[src/rtl/multi_queue_fifo_writer.sv]
// Round-robin arbiter feeding one registered write port of a multi-queue FIFO.
// Optional macro MULTI_QUEUE_WRITER_TARGET_CHECK_EN drops out-of-range targets and raises err_bad_target.
module multi_queue_fifo_writer #(
    parameter int INPUT_COUNT = 2,
    parameter int QUEUE_COUNT = 2,
    parameter int DATA_WIDTH  = 32,
    localparam int TW = (QUEUE_COUNT > 1) ? $clog2(QUEUE_COUNT) : 1,
    localparam int IW = (INPUT_COUNT > 1) ? $clog2(INPUT_COUNT) : 1
) (
    input  logic                              clk,
    input  logic                              rst_n,
    input  logic [INPUT_COUNT-1:0]            in_valid,
    output logic [INPUT_COUNT-1:0]            in_ready,
    input  logic [INPUT_COUNT*TW-1:0]         in_target,
    input  logic [INPUT_COUNT*DATA_WIDTH-1:0] in_payload,
    output logic                              out_valid,
    output logic [TW-1:0]                     out_target,
    output logic [DATA_WIDTH-1:0]             out_payload,
    input  logic [QUEUE_COUNT-1:0]            out_ready,
    output logic                              err_bad_target
);

    logic                  r_valid;
    logic [TW-1:0]         r_target;
    logic [DATA_WIDTH-1:0] r_payload;
    logic [IW-1:0]         r_rr;

    logic [TW-1:0]         w_tgt [INPUT_COUNT];
    logic [DATA_WIDTH-1:0] w_pay [INPUT_COUNT];
    logic                  w_write;
    logic                  w_free;
    logic                  w_grant_any;
    logic [IW-1:0]         w_grant_idx;
    logic                  w_take;
    logic [TW-1:0]         w_sel_tgt;
    logic [DATA_WIDTH-1:0] w_sel_pay;
    logic [IW-1:0]         w_rr_next;
    logic                  w_bad;

    genvar gi;
    generate
        for (gi = 0; gi < INPUT_COUNT; gi++) begin : g_unpack
            assign w_tgt[gi]    = in_target[gi*TW +: TW];
            assign w_pay[gi]    = in_payload[gi*DATA_WIDTH +: DATA_WIDTH];
            assign in_ready[gi] = w_take && (w_grant_idx == IW'(gi));
        end
    endgenerate

    // Holding register may accept a new word when empty or draining this cycle; nothing is granted in reset.
    assign w_write = r_valid && out_ready[r_target];
    assign w_free  = rst_n && (!r_valid || w_write);

    // Scan from highest offset down so the requester closest to r_rr wins.
    always_comb begin
        w_grant_any = 1'b0;
        w_grant_idx = '0;
        for (int k = INPUT_COUNT - 1; k >= 0; k--) begin
            if (in_valid[(int'(r_rr) + k) % INPUT_COUNT]) begin
                w_grant_any = 1'b1;
                w_grant_idx = IW'((int'(r_rr) + k) % INPUT_COUNT);
            end
        end
    end

    assign w_take    = w_free && w_grant_any;
    assign w_sel_tgt = w_tgt[w_grant_idx];
    assign w_sel_pay = w_pay[w_grant_idx];
    assign w_rr_next = (w_grant_idx == IW'(INPUT_COUNT - 1)) ? '0 : w_grant_idx + 1'b1;

`ifdef MULTI_QUEUE_WRITER_TARGET_CHECK_EN
    logic r_err;

    assign w_bad = 32'(w_sel_tgt) >= 32'(QUEUE_COUNT);

    always_ff @(posedge clk or negedge rst_n) begin
        if (!rst_n) begin
            r_err <= 1'b0;
        end else if (w_take && w_bad) begin
            r_err <= 1'b1;
        end
    end

    assign err_bad_target = r_err;
`else
    assign w_bad          = 1'b0;
    assign err_bad_target = 1'b0;
`endif

    always_ff @(posedge clk or negedge rst_n) begin
        if (!rst_n) begin
            r_valid   <= 1'b0;
            r_target  <= '0;
            r_payload <= '0;
            r_rr      <= '0;
        end else if (w_take) begin
            r_rr <= w_rr_next;
            // A rejected word is consumed but never presented; the slot is free, so it ends up empty.
            if (w_bad) begin
                r_valid <= 1'b0;
            end else begin
                r_valid   <= 1'b1;
                r_target  <= w_sel_tgt;
                r_payload <= w_sel_pay;
            end
        end else if (w_write) begin
            r_valid <= 1'b0;
        end
    end

    assign out_valid   = r_valid;
    assign out_target  = r_target;
    assign out_payload = r_payload;

endmodule

[config.mk]
export PLATFORM = sky130hd
export DESIGN_NAME = multi_queue_fifo_writer
export DESIGN_NICKNAME = d
export VERILOG_FILES = /design/src/rtl/multi_queue_fifo_writer.sv
export SDC_FILE = /design/constraint.sdc
export NUM_CORES = 1
export LEC_CHECK = 0
export BUFFER_PORTS_ARGS = -buffer_cell sky130_fd_sc_hd__buf_4
export CORE_MARGIN = 10
export CORE_UTILIZATION = 45
export CTS_BUF_LIST = sky130_fd_sc_hd__clkbuf_8
export CTS_CLUSTER_DIAMETER = 30
export DETAILED_ROUTE_END_ITERATION = 8
export GPL_TIMING_DRIVEN = 0
export PLACE_DENSITY = 0.85
export SYNTH_ARGS = -nofsm -noshare
export SYNTH_HDL_FRONTEND = slang
export SYNTH_SLANG_ARGS = --single-unit
[constraint.sdc]
create_clock -name clk -period 3.1 [get_ports clk]
set_input_delay 0.155 -clock clk [delete_from_list [all_inputs] [get_ports clk]]
set_output_delay 0.155 -clock clk [all_outputs]
set_load 0.05 [all_outputs]
==> impl_results.md <==
* Outcome: finished, final reports clean
* Reg2reg setup slack at 1660 ps
* Cell Area, Synth at 1640 µm²
* Clock sinks at 35
* LEAKAGE at 0.00135 µW
* Reg power frac at 34.1%
* Fill count at 261
* Antenna-violating nets left at 0
* DRT Pass-1 Iters at 4
* Reg2reg start: out_target
* Port Buffer Count at 107
* CTS tree: done
* Met2 Resource Use GR at 25.4%
* CTS buffer count at 5
* Buffer depth of the longest clock path at 2
* Initial Util at 47.7%
* Initial antenna violation count at 0
* Hold Violations, Final at 0
* Met3 track demand over resource at 8.57%
* Final net count at 345
* CP startpoint kind: input port
* WS Path Type: in -> out
* Post-route DRC violation count at 0
* HP Start: in_payload[44]
* Syn Area/Cell at 10.4 µm²
* Clock skew at 3.91 ps
* Final HPWL DP at 4180 µm
* Core area at 3440 µm²
* Largest net degree at the start of global routing at 37
* CP Max Fanout at 36
* M1 GR Usage at 17.2%
* Pins over their slew limit at 0
* Critical path startpoint: rst_n
* Share of cells above drive strength 1 at 46.0%
* Gr ovfl total at 0
* Yosys warning total at 0
* Tot GR Track Use at 15.6%
* DRT iter0 DRCs at 71
* Tcrit/Tclk final at 73.8%
* Placed Area at 2500 µm²
* Setup TNS at 0 ps
* Die height at 80.4 µm
* Combinational power share at 50.4%
* Top Usage Layer GRT: met2
* Max_cap viols at 0
* Die area at 6470 µm²
* Worst Path Required at 2940 ps
* I/O pin cnt at 109
* Commonest non-fill, non-tap cell in the layout: buf_4
* Net Switching at 830 µW
* Area of the multi-input gates at 679 µm²
* Setup crit end kind: primary output
* Commonest non-fill, non-tap cells in the layout: 113 x buf_4, 35 x nor2_1, 35 x dfrtp_1, 34 x mux2i_1, 33 x a21oi_1
* Wire per inst at 16.1 µm
* VDD IR max at 0.387 mV
* Placed Instances at 311
* Pwr dens at 719 nW/µm²
* First-pass GRT wire length at 8020 µm
* Hold Crit Class: in -> reg
* Arr. time, crit path at 2130 ps
* Die Wd at 80.4 µm
* Routability cong. at 0.787
* Switching part of the total at 44.6%
* Syn_nets at 230
* Vias in the first global route at 1653
* Clock power share at 15.5%
* # setup viols final at 0
* Fmax at 437 MHz
* Via count at 1539
* Final min period at 2290 ps
* CTS clk-pin slew, worst paths at 60 ps
* Sequential Area at 876 µm²
* Synth cell types at 16
* Non-Filler Instances at 318
* #FFs+latches synth at 35
* Design area at 2590 µm²
* Root Driver: clkbuf_8
* Cells after Synth at 158
* RSZ-0062 raised after global routing: false
* Htree depth at 2
* Register area share after synthesis at 53.3%
* Row count at 21
* Skew-Pair Late Insertion Delay at 280 ps
* Routed WL at 5130 µm
* DR vias/cell at 4.84
* Int Power at 1030 µW
* Area Overhead vs Synth at 57.4%
* ANT cells at 0
[power by group through the flow]
stage	Sequential, µW	Clock, µW	Combinational (µW)
6_report	635	288	937
4_1_cts	636	299	951
3_3_place_gp	636	0	937
2_1_floorplan	1040	0	212
3_5_place_dp	643	0	949
5_1_grt	652	317	993
[state kept, by name, indices dropped and copies added, names as in the netlist]
signal,flops
out_valid,1
out_payload,32
r_rr,1
out_target,1
[Yosys cell counts, drive strengths merged]
library cell,count,share of area [%]
nand2,2,0.46
o21ai,2,0.61
nor2,35,8.0
a21oi,34,11
clkbuf,1,0.46
nor2b,1,0.38
conb,1,0.23
and2,1,0.38
buf,11,4.6
mux2i,34,21
dfrtp,35,53
inv,1,0.23
[cell type report]
type | instances | share of cell area (%)
Timing Repair Buffer | 108 | 31.4
Sequential cell | 35 | 33.9
Multi-Input combinational cell | 110 | 26.3
Buffer | 12 | 3.24
Tap cell | 46 | 2.23
Clock buffer | 5 | 2.66
Clock inverter | 1 | 0.145
Inverter | 1 | 0.145
[final timing paths]
kind	to	cells past startpoint
min in group asynchronous	out_payload[12]	2
max in group asynchronous	out_payload[2]	2
hold reg to reg	r_rr	2
setup / recovery	in_ready[0]	7
hold / removal	out_payload[12]	3
setup reg to reg	out_payload[11]	5
[cells by family after synthesis]
logic type / count (synthesis) / share of synthesized area (%)
muxes: 34 / 20.7
other: 1 / 0.228
DFF: 35 / 53.3
AOI/OAI and AO/OA: 36 / 11.2
and+or+nand+nor: 39 / 9.22
buffers and inverters: 13 / 5.33
[layer usage]
| layer | vias up | routed length, µm |
|---|---|---|
| met5 | - | 0 |
| met4 | 0 | 46 |
| met3 | 5 | 583 |
| met2 | 68 | 2430 |
| met1 | 700 | 2070 |
| li1 | 766 | - |
[per-stage QoR]
stage,hold WS (ps),power [µW],utilization (%),setup slack [ps]
final,169,1860,75.1,811
after global routing,176,1960,75.1,574
after CTS,167,1890,75.1,771
after detailed placement,132,1590,72.7,1340
after global placement,133,1570,72.7,1330
after floorplan,-141,1250,-,1020
[worst max-delay path, stage by stage]
cell and delay, ps:
dlygate4sd3_1 530, buf_4 390, o21ai_0 240, a21oi_2 250, buf_4 220, and2_1 140
buf_4 190
[what timing repair did]
item                                   in CTS  in global routing
hold buffers                                1                  0
buffers inserted                            0                  0
resized for setup                           0                  0
endpoints found under the hold margin      35                  0
(Power assumes the default switching activity.)
